$ cat src/rtl/uart_mem_loader.sv
// rtl/uart_mem_loader.sv - UART byte-command loader bridging rx/tx bytes to banked byte memories
//
// Decodes a header/address/length/data byte stream from a UART receiver and
// performs burst writes into, or burst read-back out of, one of NUM_BANKS
// byte-addressed memories. Also halts/runs the CPU (cpu_rst).
// Optional feature macro: UART_MEM_LOADER_ACK_EN (acknowledge/checksum bytes).
//
// Ports:
//   i_clk, i_rst_n      clock, asynchronous active-low reset
//   i_rx_ready/i_rx_data  received byte strobe and value
//   i_tx_empty          transmitter can accept a byte
//   i_tx_error          transmitter saw a request while busy
//   o_tx_req/o_tx_data  1-cycle transmit request and byte
//   o_cpu_rst           CPU held in reset
//   o_mem_ctrl          one-hot bank ownership
//   o_mem_wr_en/o_mem_rd_en/o_mem_addr/o_mem_wr_data  byte memory port
//   i_mem_rd_data       per-bank read bytes, bank b at [8b+7:8b]
//   o_busy              command in progress
//   o_err               sticky error
module uart_mem_loader #(
  parameter int NUM_BANKS           = 2,
  parameter int MEM_BYTE_ADDR_WIDTH = 6,
  parameter int TIMEOUT_CYCLES      = 1 << 20
) (
  input  logic                           i_clk,
  input  logic                           i_rst_n,
  input  logic                           i_rx_ready,
  input  logic [7:0]                     i_rx_data,
  input  logic                           i_tx_empty,
  input  logic                           i_tx_error,
  output logic                           o_tx_req,
  output logic [7:0]                     o_tx_data,
  output logic                           o_cpu_rst,
  output logic [NUM_BANKS-1:0]           o_mem_ctrl,
  output logic                           o_mem_wr_en,
  output logic                           o_mem_rd_en,
  output logic [MEM_BYTE_ADDR_WIDTH-1:0] o_mem_addr,
  output logic [7:0]                     o_mem_wr_data,
  input  logic [8*NUM_BANKS-1:0]         i_mem_rd_data,
  output logic                           o_busy,
  output logic                           o_err
);

  localparam int AW         = MEM_BYTE_ADDR_WIDTH;
  localparam int ADDR_BYTES = (AW + 7) / 8;
  localparam int TW         = $clog2(TIMEOUT_CYCLES + 1) + 1;
  localparam logic [1:0]    LAST_AB = 2'(ADDR_BYTES - 1);
  localparam logic [TW-1:0] TMO     = TW'(TIMEOUT_CYCLES);

  localparam logic [1:0] OP_WRITE = 2'b00;
  localparam logic [1:0] OP_RUN   = 2'b10;
  localparam logic [1:0] OP_HALT  = 2'b11;

  typedef enum logic [3:0] {
    S_IDLE, S_HDR_DEC, S_ADDR, S_LEN, S_WDATA, S_RD_REQ, S_RD_WAIT, S_TX_WAIT
`ifdef UART_MEM_LOADER_ACK_EN
    , S_ACK
`endif
  } state_t;

  state_t           r_state;
  logic [1:0]       r_op;
  logic [3:0]       r_bank;
  logic [1:0]       r_abyte;
  logic [AW-1:0]    r_addr;
  logic [7:0]       r_count;
  logic [TW-1:0]    r_timer;
  logic             r_halted;
  logic             r_tx_req;
  logic [7:0]       r_tx_data;
  logic             r_cpu_rst;
  logic [NUM_BANKS-1:0] r_mem_ctrl;
  logic             r_wr_en;
  logic             r_rd_en;
  logic [AW-1:0]    r_mem_addr;
  logic [7:0]       r_wr_data;
  logic             r_err;
`ifdef UART_MEM_LOADER_ACK_EN
  logic [7:0]       r_sum;
  logic [7:0]       r_ack_byte;
`endif

  logic [NUM_BANKS-1:0] w_onehot;
  logic [7:0]           w_rd_byte;
  logic                 w_bad_bank;
  logic                 w_wait_state;
  logic                 w_stream_state;
  logic                 w_timeout;

  always_comb begin
    w_onehot  = '0;
    w_rd_byte = 8'h00;
    for (int b = 0; b < NUM_BANKS; b++) begin
      w_onehot[b] = (r_bank == 4'(b));
      if (r_bank == 4'(b)) w_rd_byte = i_mem_rd_data[8*b +: 8];
    end
  end

  assign w_bad_bank   = ({1'b0, r_bank} >= 5'(NUM_BANKS));
  assign w_wait_state = (r_state == S_ADDR) || (r_state == S_LEN) || (r_state == S_WDATA);
`ifdef UART_MEM_LOADER_ACK_EN
  assign w_stream_state = (r_state == S_RD_REQ) || (r_state == S_RD_WAIT) ||
                          (r_state == S_TX_WAIT) || (r_state == S_ACK);
`else
  assign w_stream_state = (r_state == S_RD_REQ) || (r_state == S_RD_WAIT) ||
                          (r_state == S_TX_WAIT);
`endif
  // Abort only once the gap has exceeded TIMEOUT_CYCLES idle clocks.
  assign w_timeout = w_wait_state && !i_rx_ready && (r_timer == TMO);

  always_ff @(posedge i_clk or negedge i_rst_n) begin
    if (!i_rst_n) begin
      r_state    <= S_IDLE;
      r_op       <= 2'b00;
      r_bank     <= 4'h0;
      r_abyte    <= 2'b00;
      r_addr     <= '0;
      r_count    <= 8'h00;
      r_timer    <= '0;
      r_halted   <= 1'b1;
      r_tx_req   <= 1'b0;
      r_tx_data  <= 8'h00;
      r_cpu_rst  <= 1'b1;
      r_mem_ctrl <= '0;
      r_wr_en    <= 1'b0;
      r_rd_en    <= 1'b0;
      r_mem_addr <= '0;
      r_wr_data  <= 8'h00;
      r_err      <= 1'b0;
`ifdef UART_MEM_LOADER_ACK_EN
      r_sum      <= 8'h00;
      r_ack_byte <= 8'h00;
`endif
    end else begin
      r_tx_req <= 1'b0;
      r_wr_en  <= 1'b0;
      r_rd_en  <= 1'b0;
      if (i_tx_error) r_err <= 1'b1;
      if (i_rx_ready && w_stream_state) r_err <= 1'b1;
      if (!w_wait_state || i_rx_ready) r_timer <= '0;
      else                             r_timer <= r_timer + 1'b1;

      case (r_state)
        S_IDLE: begin
          // Ownership is released one cycle after the last write strobe.
          r_mem_ctrl <= '0;
          r_cpu_rst  <= r_halted;
          if (i_rx_ready) begin
            r_op    <= i_rx_data[7:6];
            r_bank  <= i_rx_data[3:0];
            r_state <= S_HDR_DEC;
            if (!i_rx_data[7]) r_cpu_rst <= 1'b1;
`ifdef UART_MEM_LOADER_ACK_EN
            r_sum <= 8'h00;
`endif
          end
        end
        S_HDR_DEC: begin
          r_abyte <= 2'b00;
          if (r_op == OP_RUN || r_op == OP_HALT) begin
            r_halted  <= (r_op == OP_HALT);
            r_cpu_rst <= (r_op == OP_HALT);
`ifdef UART_MEM_LOADER_ACK_EN
            r_ack_byte <= 8'h06;
            r_state    <= S_ACK;
`else
            r_state <= S_IDLE;
`endif
          end else if (w_bad_bank) begin
            r_err <= 1'b1;
`ifdef UART_MEM_LOADER_ACK_EN
            r_ack_byte <= 8'h15;
            r_state    <= S_ACK;
`else
            r_state <= S_IDLE;
`endif
          end else begin
            r_state <= S_ADDR;
          end
        end
        S_ADDR, S_LEN, S_WDATA: begin
          if (w_timeout) begin
            r_err <= 1'b1;
`ifdef UART_MEM_LOADER_ACK_EN
            r_ack_byte <= 8'h15;
            r_state    <= S_ACK;
`else
            r_state <= S_IDLE;
`endif
          end else if (i_rx_ready) begin
            if (r_state == S_ADDR) begin
              // Address arrives LSB first; each byte fills its own 8-bit slice.
              for (int i = 0; i < AW; i++)
                if ((i / 8) == int'(r_abyte)) r_addr[i] <= i_rx_data[i % 8];
              r_abyte <= r_abyte + 2'b01;
              if (r_abyte == LAST_AB) r_state <= S_LEN;
            end else if (r_state == S_LEN) begin
              r_count    <= i_rx_data;
              r_mem_ctrl <= w_onehot;
              r_state    <= (r_op == OP_WRITE) ? S_WDATA : S_RD_REQ;
            end else begin
              r_wr_en    <= 1'b1;
              r_mem_addr <= r_addr;
              r_wr_data  <= i_rx_data;
              r_addr     <= r_addr + 1'b1;
              r_count    <= r_count - 8'h01;
`ifdef UART_MEM_LOADER_ACK_EN
              r_sum <= r_sum + i_rx_data;
              if (r_count == 8'h00) begin
                r_ack_byte <= r_sum + i_rx_data;
                r_state    <= S_ACK;
              end
`else
              if (r_count == 8'h00) r_state <= S_IDLE;
`endif
            end
          end
        end
        S_RD_REQ: begin
          r_rd_en    <= 1'b1;
          r_mem_addr <= r_addr;
          r_addr     <= r_addr + 1'b1;
          r_state    <= S_RD_WAIT;
        end
        S_RD_WAIT: r_state <= S_TX_WAIT;
        S_TX_WAIT: begin
          // !r_tx_req keeps back-to-back requests at least two cycles apart.
          if (i_tx_empty && !r_tx_req) begin
            r_tx_req  <= 1'b1;
            r_tx_data <= w_rd_byte;
            r_count   <= r_count - 8'h01;
            r_state   <= (r_count == 8'h00) ? S_IDLE : S_RD_REQ;
          end
        end
`ifdef UART_MEM_LOADER_ACK_EN
        S_ACK: begin
          if (i_tx_empty && !r_tx_req) begin
            r_tx_req  <= 1'b1;
            r_tx_data <= r_ack_byte;
            r_state   <= S_IDLE;
          end
        end
`endif
        default: r_state <= S_IDLE;
      endcase
    end
  end

  assign o_tx_req      = r_tx_req;
  assign o_tx_data     = r_tx_data;
  assign o_cpu_rst     = r_cpu_rst;
  assign o_mem_ctrl    = r_mem_ctrl;
  assign o_mem_wr_en   = r_wr_en;
  assign o_mem_rd_en   = r_rd_en;
  assign o_mem_addr    = r_mem_addr;
  assign o_mem_wr_data = r_wr_data;
  assign o_busy        = (r_state != S_IDLE);
  assign o_err         = r_err;

endmodule
$ cat config.mk
export PLATFORM = sky130hd
export DESIGN_NAME = uart_mem_loader
export DESIGN_NICKNAME = d
export VERILOG_FILES = /design/src/rtl/uart_mem_loader.sv
export SDC_FILE = /design/constraint.sdc
export NUM_CORES = 1
export LEC_CHECK = 0
export BUFFER_PORTS_ARGS = -buffer_cell sky130_fd_sc_hd__buf_2
export CELL_PAD_IN_SITES_DETAIL_PLACEMENT = 1
export CELL_PAD_IN_SITES_GLOBAL_PLACEMENT = 1
export CORE_UTILIZATION = 44
export DETAILED_ROUTE_END_ITERATION = 12
export PLACE_DENSITY_LB_ADDON = 0.08
export SYNTH_ARGS = -nofsm -noshare
export SYNTH_HDL_FRONTEND = slang
export SYNTH_SLANG_ARGS = --single-unit
$ cat constraint.sdc
create_clock -name i_clk -period 2 [get_ports i_clk]
set_input_delay 0.1 -clock i_clk [delete_from_list [all_inputs] [get_ports i_clk]]
set_output_delay 0.1 -clock i_clk [all_outputs]
set_load 0.02 [all_outputs]
==> qor.yml, run 1 <==
syn_area_um2: 3860
routed_wl_um: 10100
combPwrFrac_pct: 39.9
grt_pass1_wl_um: 16900
rsz0062_at_grt: "false"
fp.dieArea_um2: 9150
firstDrtPassIters: 4
globalRoute.totalOverflow: 0
syn_to_final_growth_pct: 18.7
numCtsBuffers: 9
insertion_delay_ns: 0.36
n_fill_cell: 984
ir_drop_mv: 0.558
clock-sinks: 77
path_class: "reg -> reg"
crit_fanout: 17
die_height_um: 95.6
dp_hpwl_um: 7210
rows: 33
p_per_area_nw_per_um2: 1340
synth_cell_types: 53
tightest_slew_ns: 0.553
start_kind: "register"
nNetsFinal: 508
setup_viol: 0
fin_setup_tns_ns: 0
hp-class: "in -> reg"
root_buffer: "clkbuf_8"
synth-edff-count: 0
h-tree-depth: 3
layout-drive-gt1-share_pct: 23.6
slew_headroom_pct: 63.1
n_antenna_cell: 0
ys_seq_elements: 77
io_pins: 59
cp_cell_sequence: "buf_12 > or3_1 > nor2_2 > mux2_2"
antenna_found_initial: 0
syn_inst: 404
netlist.area_leader.share_pct: 48.7
syn-num-nets: 438
power_frac_seq_pct: 40.5
p_sw_mw: 2.52
wl_per_cell_um: 17.2
core_area_um2: 8340
synth_area_leaders: "dfrtp_1 49%, nand2_1 5.6%, nor2_1 3.6%"
seq_area_frac_synth_pct: 50.0
initial_core_util_pct: 46.2
cts_buffer_depth: 2
design_area_um2: 4580
cp_slowest_cell: "dfrtp_1"
pwr-share-clk_pct: 19.6
final_common_cell: "dfrtp_1"
track_usage_pct: 24.5
p_int_mw: 3.61
maxSlewViolCount: 0
antenna_left: 0
cp.arrival_ns: 2.11
synth.avg_cell_area_um2: 9.55
p_leak_nw: 2.05
vias: 3314
min_period_ns: 1.87
multi_input_area_um2: 1790
end_kind: "register"
cts_tree: "done"
required_ns: 2.24
synthFlopType: "dfrtp_1"
finalHoldViolations: 0
maxCapViolCount: 0
fin_skew_ns: 0.0113
max_freq_ghz: 0.533
synthArstFlopShare_pct: 100
synth_top_area_cell: "dfrtp_1"
crit_buf_inv: 1
gp_congestion: 0.782
clkSlewWorstSetupHoldPaths_ns: 0.09
p_sw_share_pct: 41.1
status: "finished clean"
grt_max_degree: 49
layout_worst_path_cycle_share_pct: 93.7
drt-initial-drc-count: 115
slowest_delay_ns: 0.47
yosys_warnings: 0
grt_pass1_vias: 3386
dpl_cell_area_um2: 4330
drc: 0
path_delay_family: "simple AND/OR/NAND/NOR gates"
portBuffers: 58
ff_latch_area_um2: 1930
dieWidth_um: 95.6
viasPerCell: 5.67
mostFrequentLayoutCells: "75 x dfrtp_1, 58 x nand2_1, 57 x buf_2"
registers in the layout, indices dropped and copies added (netlist names), 3 cells and up:
name           cells
r_count            8
r_bank             4
o_mem_addr         6
o_mem_wr_data      8
r_addr             6
r_state            3
r_timer           22
o_tx_data          8
stage by stage:
step | setup slack (ns) | total power [mW] | utilization [%] | instances | hold WS [ns]
2_1_floorplan | 0.252 | 4.08 | - | 404 | -0.196
3_3_place_gp | 0.194 | 4.82 | 51.9 | 564 | 0.0572
3_5_place_dp | 0.129 | 4.95 | 51.9 | 564 | 0.0576
4_1_cts | 0.0772 | 6.17 | 54.8 | 584 | 0.00620
5_1_grt | 0.00833 | 6.57 | 54.9 | 584 | 0.0200
6_report | 0.125 | 6.12 | 54.9 | 584 | 0.0133
layer usage:
| layer | up-vias | track usage (%) | part of all wire (%) |
|---|---|---|---|
| li1 | 1563 | - | - |
| met1 | 1684 | 32.7 | 46 |
| met2 | 54 | 40.5 | 49 |
| met3 | 13 | 3.51 | 3.6 |
| met4 | 0 | 8.71 | 1.5 |
| met5 | - | 0 | 0 |
repair_timing:
action                     CTS  global route
buffers inserted             0             0
hold endpoints to repair    32             0
hold buffers                 4             0
gates resized for setup      0             1
setup endpoints to repair    0             1
final timing paths:
kind | to | start | slack (ns) | depth (start not counted)
hold / removal | o_mem_wr_data[6] | i_rx_data[6] | 0.01 | 3
setup / recovery | r_op[1] | r_state[0] | 0.13 | 4
hold reg to reg | o_tx_data[7] | o_tx_data[7] | 0.48 | 2
setup reg to reg | r_op[1] | r_state[0] | 0.13 | 4
min in group asynchronous | r_count[2] | i_rst_n | 0.21 | 2
max in group asynchronous | r_state[2] | i_rst_n | 1.19 | 3
power by group through the flow:
stage               sequential [mW]  combinational, mW  clock, mW
finish                         2.48               2.44       1.20
CTS                            2.48               2.47       1.23
global route                   2.56               2.72       1.29
global placement               2.48               2.34          0
floorplan                      2.63               1.45          0
detailed placement             2.51               2.44          0
cells in the mapped netlist, drive strengths merged (6+ instances only):
cell type  instances
a21oi             17
buf                9
clkbuf             7
dfrtp             75
inv               18
mux2              12
mux2i             10
nand2             58
nand3             15
nor2              38
nor3              12
nor4               7
o21ai             26
o31ai             10
or3                9
xnor2             11
xor2               6
tightest hold or removal path: cells and delay by family:
kind / cells / cell delay (ns)
and+or+nand+nor: 2 / 0.11
buffers and inverters: 1 / 0.13
cell families (layout without fill, tap and decap cells):
logic type / Yosys count / after routing / synth area share [%]
multiplexers: 22 / 22 / 6.10
AO/OA/AOI/OAI: 85 / 85 / 14.1
adder cells (fa/ha/maj): 5 / 5 / 1.62
XOR/XNOR: 17 / 17 / 3.86
flip-flops: 77 / 77 / 50.0
AND/OR/NAND/NOR: 163 / 163 / 20.5
buffers and inverters: 35 / 110 / 3.76
layout make-up:
class	instances	area share, %
repair buffers	75	9.95
multi-input cells	292	39.1
flip-flops and latches	77	42.2
clock buffers	9	2.71
clock inverters	7	1.67
inverters	19	1.56
well taps	105	2.87
Note: power is estimated with default switching activity, not from simulation.
==> run 2, diff against run 1 <==
--- a/config.mk
+++ b/config.mk
@@ -8,6 +8,7 @@
 export BUFFER_PORTS_ARGS = -buffer_cell sky130_fd_sc_hd__buf_2
 export CELL_PAD_IN_SITES_DETAIL_PLACEMENT = 1
 export CELL_PAD_IN_SITES_GLOBAL_PLACEMENT = 1
+export CORE_ASPECT_RATIO = 0.5
 export CORE_UTILIZATION = 44
 export DETAILED_ROUTE_END_ITERATION = 12
 export PLACE_DENSITY_LB_ADDON = 0.08
==> run 2 against run 1 <==
Against the previous run:
- cell area rose by 3.3%
- setup slack got worse by 0.023 ns
- routed wire length grew 5.2%
- clock-buffer cell count up 4
- sequential share of layout area fell by 1.3 points
- die area is 0.26% higher
- global-route usage grew 0.72 points
==> qor.yml, run 2 (synthesis results as in run 1) <==
largest_reg_flops: 22  # unchanged
top_register: "r_timer"
antenna_left: 0  # unchanged
globalRoute.totalOverflow: 0  # unchanged
cts_buffer_depth: 2  # unchanged
vias: 3318  # +0.12%
maxSlewViolCount: 0  # unchanged
clock-sinks: 77  # unchanged
tightest_slew_ns: 0.500  # -0.0530 ns
initial_core_util_pct: 46.7  # +0.46 points
fp.dieArea_um2: 9170  # +0.26%
path_class: "reg -> reg"
portBuffers: 58  # unchanged
maxCapViolCount: 0  # unchanged
cts_tree: "done"
fin_ws_ns: 0.102  # -0.0234 ns
setup_viol: 0  # unchanged
mostFrequentLayoutCells: "74 x dfrtp_1, 58 x nand2_1, 57 x buf_2"
rows: 23  # -30%
track_usage_pct: 25.2  # +0.72 points
status: "finished clean"
wl_met1_um: 4860  # +6.2%
required_ns: 2.22  # -0.02 ns
grt_pass1_wl_um: 17300  # +2.1%
dp_hpwl_um: 7400  # +2.6%
wl_per_cell_um: 17.9  # +4.2%
p_int_mw: 4.34  # +20%
end_kind: "register"
drt-initial-drc-count: 183  # +59%
wl_met2_um: 5050  # +1.8%
layout-drive-gt1-share_pct: 24.1  # +0.47 points
firstDrtPassIters: 4  # unchanged
regToRegSetupSlack_ns: 0.10  # -0.02 ns
path_delay_family: "simple AND/OR/NAND/NOR gates"
crit_fanout: 10  # -7
r2r_start: "r_state[1]"
slew_headroom_pct: 66.7  # +3.5 points
dieWidth_um: 134  # +41%
dpl_worst_slack_ns: 0.0938  # -0.0352 ns
grt_max_degree: 78  # +59%
fin_skew_ns: 0.00375  # -0.00751 ns
drc: 0  # unchanged
numCtsBuffers: 9  # unchanged
cp_cell_sequence: "and2b_2 > o21ai_2 > and2_1 > mux2_2"
endpoint: "o_mem_addr[1]"
clkSlewWorstSetupHoldPaths_ns: 0.06  # -0.03 ns
antenna_found_initial: 0  # unchanged
startpoint: "r_state[1]"
ir_drop_mv: 0.517  # -7.3%
p_leak_nw: 2.12  # +3.6%
viasPerCell: 5.62  # -0.90%
p_per_area_nw_per_um2: 1460  # +9.4%
highest_layer: "met4"
route.met3.wl_um: 474  # +30%
crit_buf_inv: 0  # -1
reg2reg_depth: 4  # unchanged
rsz0062_at_grt: "false"
finalHoldViolations: 0  # unchanged
power_frac_seq_pct: 36.3  # -4.2 points
gp_congestion: 0.847  # +8.3%
cp.depth: 4  # unchanged
syn_to_final_growth_pct: 22.6
min_period_ns: 1.90  # +0.0234 ns
whs_path_depth: 3  # unchanged
die_height_um: 68.2  # -29%
h-tree-depth: 3  # unchanged
max_freq_ghz: 0.527  # -1.2%
slowest_delay_ns: 0.49  # +0.02 ns
cp.arrival_ns: 2.12  # about the same
final_common_cell: "dfrtp_1"
p_sw_share_pct: 37.3  # -3.8 points
routed_wl_um: 10600  # +5.2%
core_area_um2: 8260  # -0.98%
insertion_delay_ns: 0.34  # -0.02 ns
hp-class: "in -> reg"
pwr-share-clk_pct: 28.1  # +8.5 points
rr_endpoint: "o_mem_addr[1]"
fin_setup_tns_ns: 0  # unchanged
combPwrFrac_pct: 35.6  # -4.3 points
nNetsFinal: 507  # -0.20%
io_pins: 59  # unchanged
grt_pass1_vias: 3437  # +1.5%
n_antenna_cell: 0  # unchanged
cp_slowest_cell: "dfrtp_2"
start_kind: "register"
root_buffer: "clkbuf_16"
layout_worst_path_cycle_share_pct: 94.9  # +1.2 points
p_sw_mw: 2.58  # +2.6%
## run 2: cell count changes in the layout (fill, tap and decap cells not counted), sizes merged
cell / before / now
clkinv: 5 / 1
clkinvlp: 2 / 0
buf: 71 / 72
bufinv: 1 / 3
dlygate4sd3: 4 / 2
clkbuf: 9 / 13
## run 2: per-layer routing
layer / global-route usage (%) / vias up
met5: 0 / -
met4: 10.1 / 0
met3: 6.44 / 18
met2: 43.5 / 63
met1: 31.0 / 1673
li1: - / 1564
## run 2: worst min-delay path by stage
stage                  from                to
2_1_floorplan       i_rst_n             o_err
3_3_place_gp        i_rst_n      o_tx_data[5]
3_5_place_dp        i_rst_n      o_tx_data[5]
4_1_cts          i_tx_error             o_err
5_1_grt        i_rx_data[1]  o_mem_wr_data[1]
6_report         i_tx_error             o_err
## run 2: worst register-to-register path: stages, from the launching register on
cell and delay [ns]:
dfrtp_2 0.49, and2b_2 0.28, o21ai_2 0.26, and2_1 0.36, mux2_2 0.39
## run 2: power by group through the flow
stage / clock, mW / sequential, mW / combinational, mW
3_3_place_gp: 0 / 2.45 / 2.30
3_5_place_dp: 0 / 2.50 / 2.42
5_1_grt: 2.04 / 2.57 / 2.74
2_1_floorplan: 0 / 2.63 / 1.45
4_1_cts: 1.98 / 2.49 / 2.48
6_report: 1.94 / 2.51 / 2.47
## run 2: timing repair
action	CTS	global route
setup endpoints to repair	0	4
hold buffers	2	0
buffers inserted	0	0
endpoints found under the hold margin	76	0
gates resized for setup	0	4
## run 2: final cells by class
cell class	instances	area, um2
clock buffer	13	270
clock inverter	3	90.1
fill	963	3530
inverter	19	71.3
multi-input combinational	292	1800
sequential	77	1930
tap	112	140
timing repair buffer	74	430
## run 2: through the flow
step                area [um2]  total power, mW  utilization [%]  std cells  hold slack (ns)
global placement          4330             4.76             52.5        572            0.148
finish                    4730             6.92             57.2        590           0.0271
CTS                       4710             6.94             57.1        590           0.0192
floorplan                 3860             4.08                -        404           -0.196
detailed placement        4330             4.92             52.5        572            0.153
global route              4730             7.34             57.2        590           0.0434
==> run 3, diff against run 2 <==
--- a/config.mk
+++ b/config.mk
@@ -9,9 +9,10 @@
 export CELL_PAD_IN_SITES_DETAIL_PLACEMENT = 1
 export CELL_PAD_IN_SITES_GLOBAL_PLACEMENT = 1
 export CORE_ASPECT_RATIO = 0.5
-export CORE_UTILIZATION = 44
+export CORE_UTILIZATION = 47
 export DETAILED_ROUTE_END_ITERATION = 12
 export PLACE_DENSITY_LB_ADDON = 0.08
+export SETUP_SLACK_MARGIN = 0.2
 export SYNTH_ARGS = -nofsm -noshare
 export SYNTH_HDL_FRONTEND = slang
 export SYNTH_SLANG_ARGS = --single-unit
==> constraint.sdc (replaced) <==
create_clock -name i_clk -period 2.3 [get_ports i_clk]
set_input_delay 0.115 -clock i_clk [delete_from_list [all_inputs] [get_ports i_clk]]
set_output_delay 0.115 -clock i_clk [all_outputs]
set_load 0.02 [all_outputs]
==> run 3 against run 2 <==
Against the previous run:
- clock-buffer cell count decreased by 1
- hold slack lost 0.014 ns
- setup slack gained 0.17 ns
- flip-flop and latch count stayed put
- highest routed layer unchanged
- largest cell class unchanged
- clock power down 20%
- maximum frequency down 6.4%
- critical path depth up 3
- largest power group unchanged
- sequential power is 12% lower
==> qor.yml, run 3 (synthesis results as in run 1) <==
p_sw_share_pct: 38.8  # +1.6 points
regToRegSetupSlack_ns: 0.27  # +0.17 ns
viasPerCell: 5.75  # +2.2%
fin_setup_tns_ns: 0  # unchanged
whs_path_depth: 2  # -1
dieWidth_um: 130  # -3.2%
layout_worst_path_cycle_share_pct: 88.2  # -6.7 points
numCtsBuffers: 9  # unchanged
initial_core_util_pct: 50.6  # +3.9 points
gp_congestion: 0.815  # -3.8%
clock-sinks: 77  # unchanged
cts_tree: "done"
cp_slowest_cell: "dfrtp_1"
multi_input_area_um2: 1820  # +1.1%
setup_viol: 0  # unchanged
globalRoute.totalOverflow: 0  # unchanged
slowest_delay_ns: 0.45  # -0.04 ns
vias: 3344  # +0.78%
layout-drive-gt1-share_pct: 23.8  # -0.22 points
maxCapViolCount: 0  # unchanged
top_register: "r_timer"
firstDrtPassIters: 4  # unchanged
tightest_slew_ns: 0.535  # +0.0352 ns
power_frac_seq_pct: 37.4  # +1.1 points
insertion_delay_ns: 0.33  # about the same
ff_latch_area_um2: 1930  # unchanged
max_freq_ghz: 0.493  # -6.4%
rows: 22  # -4.3%
clkSlewWorstSetupHoldPaths_ns: 0.06  # about the same
path_delay_family: "simple AND/OR/NAND/NOR gates"
slew_headroom_pct: 64.3  # -2.3 points
hp-class: "in -> reg"
mostFrequentLayoutCells: "74 x dfrtp_1, 58 x nand2_1, 57 x buf_2"
pwr-share-clk_pct: 26.2  # -1.9 points
postCtsSetupRepairBufs: 0  # unchanged
crit_fanout: 6  # -4
syn_to_final_growth_pct: 21.2
nNetsFinal: 503  # -0.79%
n_antenna_cell: 0  # unchanged
crit_buf_inv: 1  # +1
wl_per_cell_um: 18.8  # +5.0%
cp.arrival_ns: 2.27  # +0.15 ns
fin_skew_ns: 0.00458  # +0.000830 ns
grt_max_degree: 44  # -44%
min_period_ns: 2.03  # +0.130 ns
routed_wl_um: 11000  # +3.6%
portBuffers: 58  # unchanged
cp_cell_sequence: "inv_1 > ha_1 > nor4b_1 > nand2_1 > or3_4 > a21oi_2 > mux2i_1"
track_usage_pct: 28.6  # +3.4 points
ir_drop_mv: 0.483  # -6.6%
grt_pass1_wl_um: 18400  # +6.3%
grt_pass1_vias: 3618  # +5.3%
n_fill_cell: 897  # -6.9%
finalHoldViolations: 0  # unchanged
antenna_found_initial: 0  # unchanged
reg2reg_depth: 7  # +3
final_common_cell: "dfrtp_1"
p_per_area_nw_per_um2: 1260  # -14%
fin_util_pct: 61.3  # +4.1 points
die_height_um: 66.1  # -3.2%
maxSlewViolCount: 0  # unchanged
p_leak_nw: 2.09  # -1.4%
io_pins: 59  # unchanged
start_kind: "register"
cp.depth: 7  # +3
status: "finished clean"
cts_buffer_depth: 2  # unchanged
root_buffer: "clkbuf_16"
core_area_um2: 7620  # -7.7%
p_sw_mw: 2.29  # -11%
dp_hpwl_um: 7630  # +3.1%
fp.dieArea_um2: 8600  # -6.2%
drc: 0  # unchanged
largest_reg_flops: 22  # unchanged
end_kind: "register"
p_int_mw: 3.61  # -17%
path_class: "reg -> reg"
combPwrFrac_pct: 36.4  # +0.8 points
rsz0062_at_grt: "false"
drt-initial-drc-count: 177  # -3.3%
required_ns: 2.54  # +0.32 ns
antenna_left: 0  # unchanged
h-tree-depth: 3  # unchanged
## run 3: changes by cell type in the layout (fill, tap and decap cells not counted), sizes merged
cell,change
buf,-3
clkbuf,-1
clkinv,+2
bufinv,-1
dlygate4sd3,-1
## run 3: per-layer routing
metal  routed length [um]  vias up  track usage, %
met5                    0        -               0
met4                  207        0            9.30
met3                  468       23            6.07
met2                 5470       81            49.3
met1                 4820     1682            36.1
li1                     -     1558               -
## run 3: worst register-to-register path, delay by kind of cell, from the launching register on
kind / cells / cell delay (ns)
and+or+nand+nor: 3 / 0.77
adders and majority gates: 1 / 0.15
DFF: 1 / 0.45
AOI/OAI and AO/OA: 1 / 0.22
muxes: 1 / 0.26
buffers and inverters: 1 / 0.09
## run 3: layout make-up
| class | instances | share of cell area [%] |
|---|---|---|
| Multi-Input combinational cell | 292 | 38.8 |
| Tap cell | 108 | 2.89 |
| Inverter | 19 | 1.52 |
| Clock inverter | 4 | 1.50 |
| Sequential cell | 77 | 41.3 |
| Clock buffer | 12 | 5.48 |
| Timing Repair Buffer | 70 | 8.51 |
## run 3: metrics by stage
| stage | total power, mW | setup slack [ns] | instance area (um2) | instances | hold slack, ns |
|---|---|---|---|---|---|
| after floorplan | 3.55 | 0.552 | 3860 | 404 | -0.181 |
| after global placement | 4.12 | 0.453 | 4310 | 565 | 0.0961 |
| after detailed placement | 4.29 | 0.261 | 4310 | 565 | 0.0983 |
| after CTS | 5.90 | 0.243 | 4660 | 582 | 0.00164 |
| after global routing | 6.28 | 0.232 | 4680 | 582 | 0.00660 |
| final | 5.90 | 0.272 | 4680 | 582 | 0.0131 |
## run 3: final timing paths
kind,startpoint,end
setup / recovery,r_timer[0],r_state[0]
hold / removal,i_rx_data[7],o_cpu_rst
max in group asynchronous,i_rst_n,r_timer[15]
hold reg to reg,o_mem_wr_data[1],o_mem_wr_data[1]
setup reg to reg,r_timer[0],r_state[0]
min in group asynchronous,i_rst_n,o_mem_wr_data[6]
## run 3: what timing repair did
item                                    4_1_cts  5_1_grt
pin swaps                                     0        1
endpoints found under the setup margin        1        1
hold endpoints to repair                     32        0
gates resized for setup                       3        3
hold buffers                                  1        0
## run 3: power groups by stage
stage | sequential, mW | clock [mW] | combinational, mW
after CTS | 2.20 | 1.57 | 2.13
after global routing | 2.28 | 1.63 | 2.37
after detailed placement | 2.19 | 0 | 2.10
after global placement | 2.15 | 0 | 1.97
after floorplan | 2.29 | 0 | 1.26
final | 2.21 | 1.55 | 2.15
